File: src/rtl/fifo_rd_stream.sv
// fifo_rd_stream: read-side front end for a synchronous FIFO with one-cycle
// registered read latency. Turns rd_en/rd_data/empty into a valid/ready
// stream through a 2-entry output buffer, sustaining one word per cycle
// under arbitrary backpressure.
// Optional: define FIFO_RD_STREAM_STATS_EN to enable the delivered-word
// counter on word_count; otherwise word_count is tied to zero.
module fifo_rd_stream #(
   parameter int DATA_WIDTH = 8
) (
   input  logic                  clk,
   input  logic                  rst,
   input  logic                  enable,
   output logic                  fifo_rd_en,
   input  logic [DATA_WIDTH-1:0] fifo_rd_data,
   input  logic                  fifo_empty,
   output logic                  m_valid,
   input  logic                  m_ready,
   output logic [DATA_WIDTH-1:0] m_data,
   output logic [31:0]           word_count
);

   logic [1:0]            occ_q, occ_d;
   logic                  inflight_q;
   logic                  m_valid_q;
   logic [DATA_WIDTH-1:0] buf0_q, buf0_d;
   logic [DATA_WIDTH-1:0] buf1_q, buf1_d;
   logic                  pop;
   logic [1:0]            occ_after_pop;

   assign pop     = m_valid_q & m_ready;
   assign m_valid = m_valid_q;
   assign m_data  = buf0_q;

   // Strobe, capture steering and next occupancy. occ+inflight never exceeds
   // 2, and pop implies occ >= 1, so 2-bit arithmetic cannot wrap.
   always_comb begin
      occ_after_pop = occ_q - {1'b0, pop};
      occ_d         = occ_after_pop + {1'b0, inflight_q};
      // Only read if the word will still fit once it lands next cycle.
      fifo_rd_en    = !rst && enable && !fifo_empty && (occ_d <= 2'd1);
      buf0_d        = buf0_q;
      buf1_d        = buf1_q;
      if (pop) begin
         buf0_d = buf1_q;
      end
      if (inflight_q) begin
         // Arriving word becomes the head if nothing older remains.
         if (occ_after_pop == 2'd0) begin
            buf0_d = fifo_rd_data;
         end else begin
            buf1_d = fifo_rd_data;
         end
      end
   end

   // Buffer state and registered stream outputs; reset drops any in-flight word.
   always_ff @(posedge clk) begin
      if (rst) begin
         occ_q      <= 2'd0;
         inflight_q <= 1'b0;
         m_valid_q  <= 1'b0;
         buf0_q     <= '0;
         buf1_q     <= '0;
      end else begin
         occ_q      <= occ_d;
         inflight_q <= fifo_rd_en;
         m_valid_q  <= (occ_d != 2'd0);
         buf0_q     <= buf0_d;
         buf1_q     <= buf1_d;
      end
   end

`ifdef FIFO_RD_STREAM_STATS_EN
   logic [31:0] word_count_q;

   // Count every delivered word; wraps naturally at 2^32.
   always_ff @(posedge clk) begin
      if (rst) begin
         word_count_q <= 32'd0;
      end else if (pop) begin
         word_count_q <= word_count_q + 32'd1;
      end
   end

   assign word_count = word_count_q;
`else
   assign word_count = 32'd0;
`endif

endmodule

File: config.mk
export PLATFORM = sky130hd
export DESIGN_NAME = fifo_rd_stream
export DESIGN_NICKNAME = d
export VERILOG_FILES = /design/src/rtl/fifo_rd_stream.sv
export SDC_FILE = /design/constraint.sdc
export NUM_CORES = 1
export LEC_CHECK = 0
export CORE_ASPECT_RATIO = 1.75
export CORE_MARGIN = 2
export CORE_UTILIZATION = 37
export DETAILED_ROUTE_END_ITERATION = 7
export PLACE_DENSITY = 0.83
export SLEW_MARGIN = 20
export SYNTH_ARGS = -nofsm -noshare
export SYNTH_HDL_FRONTEND = slang
export SYNTH_SLANG_ARGS = --single-unit
File: constraint.sdc
create_clock -name clk -period 1.25 [get_ports clk]
set_input_delay 0.1875 -clock clk [delete_from_list [all_inputs] [get_ports clk]]
set_output_delay 0.1875 -clock clk [all_outputs]
set_load 0.01 [all_outputs]
==> impl_summary.log, run 1 <==
[metrics] post-synthesis cell type count: 23
[metrics] least setup slack across all paths after layout: -0.3433 ns
[metrics] warning count from the yosys run: 0
[metrics] buffers added on ports: 22
[metrics] path type of the worst min-delay path: reg -> reg
[metrics] Clk pin slew, worst setup/hold paths: 0.07 ns
[metrics] aggregate routed wire length: 2417 µm
[metrics] count of mapped cells out of synthesis: 121
[metrics] Global Route met1 Usage: 0.1314
[metrics] Post-Route Skew: 0.002522 ns
[metrics] most used routing layer in global routing: met2
[metrics] combinational power share: 0.339
[metrics] combined area of all synthesized cells: 1175 µm²
[metrics] Core Rows: 27
[metrics] final-report setup violation count: 19
[metrics] overall fraction of global-route tracks in use: 0.1327
[metrics] number of clock sinks: 20
[metrics] die area: 3660 µm²
[metrics] critical path capture point type: output pin
[metrics] cell chain of the critical path: nand2_8, mux2i_4, xnor2_2, nor4b_2, buf_2
[metrics] max-cap violations: 0
[metrics] antenna diode count: 0
[metrics] Total Negative Setup Slacks: -2.543 ns
[metrics] power spent charging and discharging nets: 0.0005059 W
[metrics] die span in y: 78.55 µm
[metrics] unrepaired setup endpoints after global routing: yes
[metrics] average detailed-routed wire length per instance: 11.73 µm
[metrics] number of DRC violations after detailed-routing iteration 0: 5
[metrics] largest net degree at the start of global routing: 21
[metrics] fraction of met2 tracks used by global routing: 0.2375
[metrics] area fraction of the dominant cell type after synthesis: 0.3408
[metrics] status: finished with violations
[metrics] largest fanout of any net on the critical path: 3
[metrics] met3 capacity usage during global routing: 0.01609
[metrics] #FFs+latches synth: 20
[metrics] failing checks: negative setup slack
[metrics] RePlAce Congestion: 0.7913
[metrics] WS Path Type: reg -> out
[metrics] area of the core: 3074 µm²
[metrics] cell taking the most area after synthesis: sky130_fd_sc_hd__dfxtp_1
[metrics] Post-route DRC: 0
[metrics] global-route wire length before repair: 3519 µm
[metrics] detailed-route via count: 898
[metrics] cell chosen for the clock root: sky130_fd_sc_hd__clkbuf_8
[metrics] via count of the first global-routing pass: 781
[metrics] first drt pass iteration count: 4
[metrics] number of enable flip-flop cells after synthesis: 0
[metrics] main flop type after synthesis: sky130_fd_sc_hd__dfxtp_1
[metrics] post-synthesis area per instance: 9.710 µm²
[metrics] share of total power in sequential cells: 0.421
[metrics] starting density of the core: 0.3822
[metrics] vias per inst: 4.359
[metrics] Final ANT Viol Nets: 0
[metrics] async set or reset register ratio after synthesis: 0
[metrics] maximum buffer depth of the clock tree: 2
[metrics] buffers plus inverters on the worst setup path: 1
[metrics] largest stage delay on the critical path: 0.38 ns
[metrics] DPL Wire Length: 1488 µm
[metrics] worst vdd ir: 0.6026 mV
[metrics] most frequent cell after synthesis: sky130_fd_sc_hd__buf_4
[metrics] P per Cell Area: 1010 nW/µm²
[metrics] internal portion of total power: 0.001203 W
[metrics] cell with the largest stage delay on the worst path: sky130_fd_sc_hd__dfxtp_4
[metrics] Arrival @ worst endpoint: 1.41 ns
[metrics] CP startpoint kind: register
[metrics] Clock Power Share: 0.240
[metrics] cts-stage hold buffer count: 0
[metrics] period utilization: 1.275
[metrics] Post-Route Hold Slack: 0.4981 ns
[metrics] total leakage power: 0.8243 nW
[metrics] Max Freq: 0.6276 GHz
[metrics] antenna violations before repair: 0
[metrics] number of clock buffers inserted by TritonCTS: 3
[metrics] number of nets in the final layout: 178
[metrics] final critical delay including setup and external delays: 1.593 ns
[metrics] kind of cell with the highest combined delay on the critical path: flip-flops
[metrics] Hold Fails Final Rpt: 0
[metrics] final instance area: 1692 µm²
[metrics] required time of the critical path: 1.06 ns
[metrics] TritonCTS clock tree: done
[metrics] leading cell types by count after synthesis: sky130_fd_sc_hd__buf_4 (33), sky130_fd_sc_hd__dfxtp_1 (20), sky130_fd_sc_hd__nor2_1 (18)
[metrics] fraction of final layout cells sized beyond drive strength 1: 0.3742
[metrics] Clock H-tree levels: 1
[metrics] number of I/O pins: 55
[metrics] Worst-Skew Late Latency: 0.25 ns
[metrics] cells taking the most area after synthesis: sky130_fd_sc_hd__dfxtp_1 (34%), sky130_fd_sc_hd__buf_4 (21%), sky130_fd_sc_hd__mux2i_1 (14%)
[metrics] switching share of power: 0.2960
[metrics] sequential fraction of the synthesis area: 0.3408
[metrics] final number of max-transition violations: 0
[metrics] Synth-to-Final Area Change: 43.98%
[metrics] overall die width: 46.60 µm
[metrics] final standard cell utilization of the core: 0.5503
[metrics] overflow left after global routing: 0
[metrics] placed instance area: 1359 µm²
## area by class of cell
cell class / instances / area (µm²)
multi-input combinational: 95 / 772.0
timing repair buffer: 45 / 417.9
tap: 43 / 53.80
clock buffer: 3 / 41.29
fill: 282 / 1383
sequential: 20 / 406.6
## worst paths after layout
| path | cells past startpoint | startpoint | slack, ns | to |
|---|---|---|---|---|
| worst max-delay path | 5 | m_valid$_SDFF_PP0_ | -0.34 | fifo_rd_en |
| worst max register to register | 8 | occ_q[0]$_SDFF_PP0_ | -0.20 | m_data[3]$_SDFF_PP0_ |
| worst min-delay path | 2 | buf1_q[1]$_SDFFE_PP0P_ | 0.50 | buf1_q[1]$_SDFFE_PP0P_ |
| worst min register to register | 2 | buf1_q[1]$_SDFFE_PP0P_ | 0.50 | buf1_q[1]$_SDFFE_PP0P_ |
## sequential cells by signal, indices dropped and copies added (netlist names)
| signal | cells |
|---|---|
| m_valid | 1 |
| buf1_q | 8 |
| occ_q | 2 |
| inflight_q | 1 |
| m_data | 8 |
## cells by family (layout without fill, tap and decap cells)
group,count (synthesis),in the layout,synth area share
other,1,32,0.003192
XOR/XNOR,1,1,0.007456
buffers and inverters,38,48,0.2460
AO/OA/AOI/OAI,14,14,0.09478
AND/OR/NAND/NOR,30,31,0.1629
multiplexers,17,17,0.1448
flip-flops,20,20,0.3408
## routing by layer
| layer | wire [µm] | vias up | part of all wire |
|---|---|---|---|
| met2 | 1424 | 40 | 0.59 |
| met4 | 68 | 0 | 0.028 |
| met3 | 149 | 4 | 0.062 |
| met5 | 0 | - | 0 |
| li1 | - | 440 | - |
| met1 | 775 | 414 | 0.32 |
## layout by cell type, fill, tap and decap left out, types with 2 or more instances in the layout
cell and count:
sky130_fd_sc_hd__conb_1 32, sky130_fd_sc_hd__dfxtp_1 17, sky130_fd_sc_hd__mux2i_1 16, sky130_fd_sc_hd__buf_4 12, sky130_fd_sc_hd__clkdlybuf4s50_1 11, sky130_fd_sc_hd__buf_6 11, sky130_fd_sc_hd__nor2_1 9, sky130_fd_sc_hd__dlygate4sd2_1 9
sky130_fd_sc_hd__a211oi_2 8, sky130_fd_sc_hd__nor2_4 5, sky130_fd_sc_hd__nor2_2 4, sky130_fd_sc_hd__clkbuf_8 3, sky130_fd_sc_hd__nor4b_2 2, sky130_fd_sc_hd__nand4b_4 2, sky130_fd_sc_hd__dfxtp_2 2
## metrics by stage
stage,power (W),std cells,worst slack (ns)
after floorplan,0.001056,152,-0.1357
after global placement,0.001131,189,-0.8136
after detailed placement,0.001137,189,-0.8645
after CTS,0.001582,195,-0.3655
after global routing,0.001789,206,-0.4323
final,0.001709,206,-0.3433
## power groups by stage
stage / sequential, W / clock [W] / combinational (W)
2_1_floorplan: 0.000734 / 0 / 0.000322
3_3_place_gp: 0.000727 / 0 / 0.000404
3_5_place_dp: 0.000728 / 0 / 0.000409
4_1_cts: 0.000714 / 0.000421 / 0.000447
5_1_grt: 0.000725 / 0.000441 / 0.000623
6_report: 0.000719 / 0.000410 / 0.000580
## what timing repair did
action,in CTS,in global routing
setup endpoints to repair,30,22
setup buffers,2,13
cloned,1,0
pin swaps,9,7
resized for setup,32,33
## worst reg2reg max path, cell delays in order, from the launching register on
cell                       delay (ns)
sky130_fd_sc_hd__dfxtp_2         0.34
sky130_fd_sc_hd__buf_6           0.11
sky130_fd_sc_hd__buf_6           0.11
sky130_fd_sc_hd__nand3b_1        0.16
sky130_fd_sc_hd__buf_6           0.15
sky130_fd_sc_hd__nand4b_4        0.15
sky130_fd_sc_hd__buf_4           0.15
sky130_fd_sc_hd__nor2_4          0.03
sky130_fd_sc_hd__a211oi_2        0.17
(Power assumes the default switching activity.)
==> inputs of run 2 (changes only) <==
- CORE_UTILIZATION: 37 -> 38
- CTS_BUF_LIST: default -> sky130_fd_sc_hd__clkbuf_4 sky130_fd_sc_hd__clkbuf_8
- PLACE_DENSITY: 0.83 -> default
- PLACE_DENSITY_LB_ADDON: default -> 0.25
==> run 2 against run 1 <==
Compared with the run above: the run still ends with negative setup slack left; sequential power hardly changed; maximum frequency is 0.48% lower; total power shrank 6.6%; count of clock-buffer cells in the layout is the same; final cell count is 14% lower; critical path type unchanged; highest routed layer unchanged.
==> impl_summary.log, run 2 (synthesized netlist as in run 1, its figures left out) <==
[metrics] status: finished with violations
[metrics] failing checks: negative setup slack
[metrics] first drt pass iteration count: 4 (unchanged)
[metrics] Layout Cells excl Fill: 177 (-14%)
[metrics] area of the core: 2928 µm² (-4.8%)
[metrics] number of DRC violations after detailed-routing iteration 0: 7 (+2)
[metrics] Worst-Skew Late Latency: 0.26 ns (about the same)
[metrics] final critical delay including setup and external delays: 1.601 ns (+0.007665 ns)
[metrics] commonest cells after routing, fill and taps aside: sky130_fd_sc_hd__conb_1 (32), sky130_fd_sc_hd__dfxtp_1 (17), sky130_fd_sc_hd__mux2i_1 (16)
[metrics] Total Negative Setup Slacks: -1.768 ns (+0.7753 ns)
[metrics] most common cell after layout, fill and taps aside: sky130_fd_sc_hd__conb_1
[metrics] number of nets in the final layout: 164 (-7.9%)
[metrics] overall die width: 46.03 µm (-1.2%)
[metrics] WS Path Type: reg -> out
[metrics] register-to-register setup slack: -0.14 ns (+0.06 ns)
[metrics] vias per inst: 4.893 (+12%)
[metrics] Synth-to-Final Area Change: 25.77%
[metrics] Reg-to-Reg Start: m_valid$_SDFF_PP0_
[metrics] number of clock buffers inserted by TritonCTS: 3 (unchanged)
[metrics] total leakage power: 0.7248 nW (-12%)
[metrics] max-cap violations: 0 (unchanged)
[metrics] number of clock sinks: 20 (unchanged)
[metrics] Post-Route Hold Slack: 0.4991 ns (+0.001009 ns)
[metrics] die area: 3570 µm² (-2.5%)
[metrics] via count of the first global-routing pass: 821 (+5.1%)
[metrics] path type of the worst min-delay path: reg -> reg
[metrics] Post-route DRC: 0 (unchanged)
[metrics] final number of max-transition violations: 0 (unchanged)
[metrics] largest fanout of any net on the critical path: 3 (unchanged)
[metrics] Core Rows: 26 (-3.7%)
[metrics] least setup slack across all paths after layout: -0.3509 ns (-0.007665 ns)
[metrics] largest net degree at the start of global routing: 21 (unchanged)
[metrics] RePlAce Congestion: 0.6944 (-12%)
[metrics] last element of the critical path: fifo_rd_en
[metrics] maximum buffer depth of the clock tree: 2 (unchanged)
[metrics] Hold Fails Final Rpt: 0 (unchanged)
[metrics] global-route wire length before repair: 3539 µm (+0.57%)
[metrics] post-layout total power: 0.001595 W (-6.6%)
[metrics] Final ANT Viol Nets: 0 (unchanged)
[metrics] critical path capture point type: output pin
[metrics] die span in y: 77.56 µm (-1.3%)
[metrics] fraction of final layout cells sized beyond drive strength 1: 0.2752 (-0.09907)
[metrics] aggregate routed wire length: 2352 µm (-2.7%)
[metrics] worst vdd ir: 0.5530 mV (-8.2%)
[metrics] Max Freq: 0.6246 GHz (-0.48%)
[metrics] Clk pin slew, worst setup/hold paths: 0.07 ns (about the same)
[metrics] final-report setup violation count: 19 (unchanged)
[metrics] Arrival @ worst endpoint: 1.41 ns (about the same)
[metrics] TritonCTS clock tree: done
[metrics] cell chosen for the clock root: sky130_fd_sc_hd__clkbuf_8
[metrics] cell count after placement: 173 (-8.5%)
[metrics] startpoint of the most critical setup path: m_valid$_SDFF_PP0_
[metrics] average detailed-routed wire length per instance: 13.29 µm (+13%)
[metrics] cells on worst reg2reg path: 5 (-3)
[metrics] P per Cell Area: 1080 nW/µm² (+6.9%)
[metrics] antenna diode count: 0 (unchanged)
[metrics] antenna violations before repair: 0 (unchanged)
[metrics] overflow left after global routing: 0 (unchanged)
[metrics] Post-Route Skew: 0.001370 ns (-0.001152 ns)
[metrics] overall fraction of global-route tracks in use: 0.1347 (+0.001951)
[metrics] buffers added on ports: 22 (unchanged)
[metrics] required time of the critical path: 1.06 ns (about the same)
[metrics] Clock H-tree levels: 1 (unchanged)
[metrics] worst r2r dst: m_data[7]$_SDFF_PP0_
[metrics] CP startpoint kind: register
[metrics] detailed-route via count: 866 (-3.6%)
[metrics] final standard cell utilization of the core: 0.5047 (-0.04556)
[metrics] number of I/O pins: 55 (unchanged)
[metrics] starting density of the core: 0.4013 (+0.01911)
[metrics] unrepaired setup endpoints after global routing: yes
[metrics] period utilization: 1.281 (+0.006132)
[metrics] DPL Wire Length: 1557 µm (+4.7%)
[run 2: worst min path at each step]
stage	to	slack, ns	start	cells past startpoint
finish	buf1_q[0]$_SDFFE_PP0P_	0.50	buf1_q[0]$_SDFFE_PP0P_	2
global placement	buf1_q[7]$_SDFFE_PP0P_	0.47	buf1_q[7]$_SDFFE_PP0P_	2
global route	inflight_q$_SDFF_PP0_	0.53	enable	2
CTS	buf1_q[0]$_SDFFE_PP0P_	0.51	buf1_q[0]$_SDFFE_PP0P_	2
detailed placement	buf1_q[0]$_SDFFE_PP0P_	0.49	buf1_q[0]$_SDFFE_PP0P_	2
floorplan	occ_q[1]$_SDFF_PP0_	0.26	rst	1
[run 2: layer usage]
| metal | track usage | wire length, µm | vias up |
|---|---|---|---|
| met5 | 0 | 0 | - |
| met4 | 0.07714 | 66 | 0 |
| met1 | 0.1396 | 851 | 417 |
| met3 | 0.03256 | 143 | 7 |
| li1 | - | - | 409 |
| met2 | 0.2292 | 1290 | 33 |
[run 2: final cells by class]
class                   instances  area (µm²)
multi-input cells              95       716.9
well taps                      28       35.03
repair buffers                 31       277.8
flip-flops and latches         20       406.6
clock buffers                   3       41.29
fillers                       270        1450
[run 2: through the flow]
stage	worst slack, ns	instance area, µm²
after floorplan	-0.1357	1299
after global placement	-0.8700	1333
after detailed placement	-0.8757	1333
after CTS	-0.3588	1426
after global routing	-0.4574	1478
final	-0.3509	1478
[run 2: what timing repair did]
action | 4_1_cts | 5_1_grt
gates resized for setup | 30 | 12
setup endpoints to repair | 29 | 21
hold endpoints to repair | 0 | 0
hold buffers | 0 | 0
setup buffers | 0 | 0
cloned | 1 | 0
pin swaps | 9 | 7
[run 2: power by group]
part	leakage, nW	total, W	internal, W	switching (W)
sequential	0.164	0.000716	0.000684	0.0000321
combinational	0.539	0.000449	0.000209	0.000240
clock	0.0216	0.000430	0.000215	0.000215
total	0.725	0.00160	0.00111	0.000487
[run 2: critical path, cell delays in order, from the launching register on]
cell                      delay, ns
sky130_fd_sc_hd__dfxtp_4       0.37
sky130_fd_sc_hd__nand2_8       0.07
sky130_fd_sc_hd__mux2i_2       0.24
sky130_fd_sc_hd__xnor2_2       0.10
sky130_fd_sc_hd__nor4b_2       0.20
sky130_fd_sc_hd__buf_2         0.16
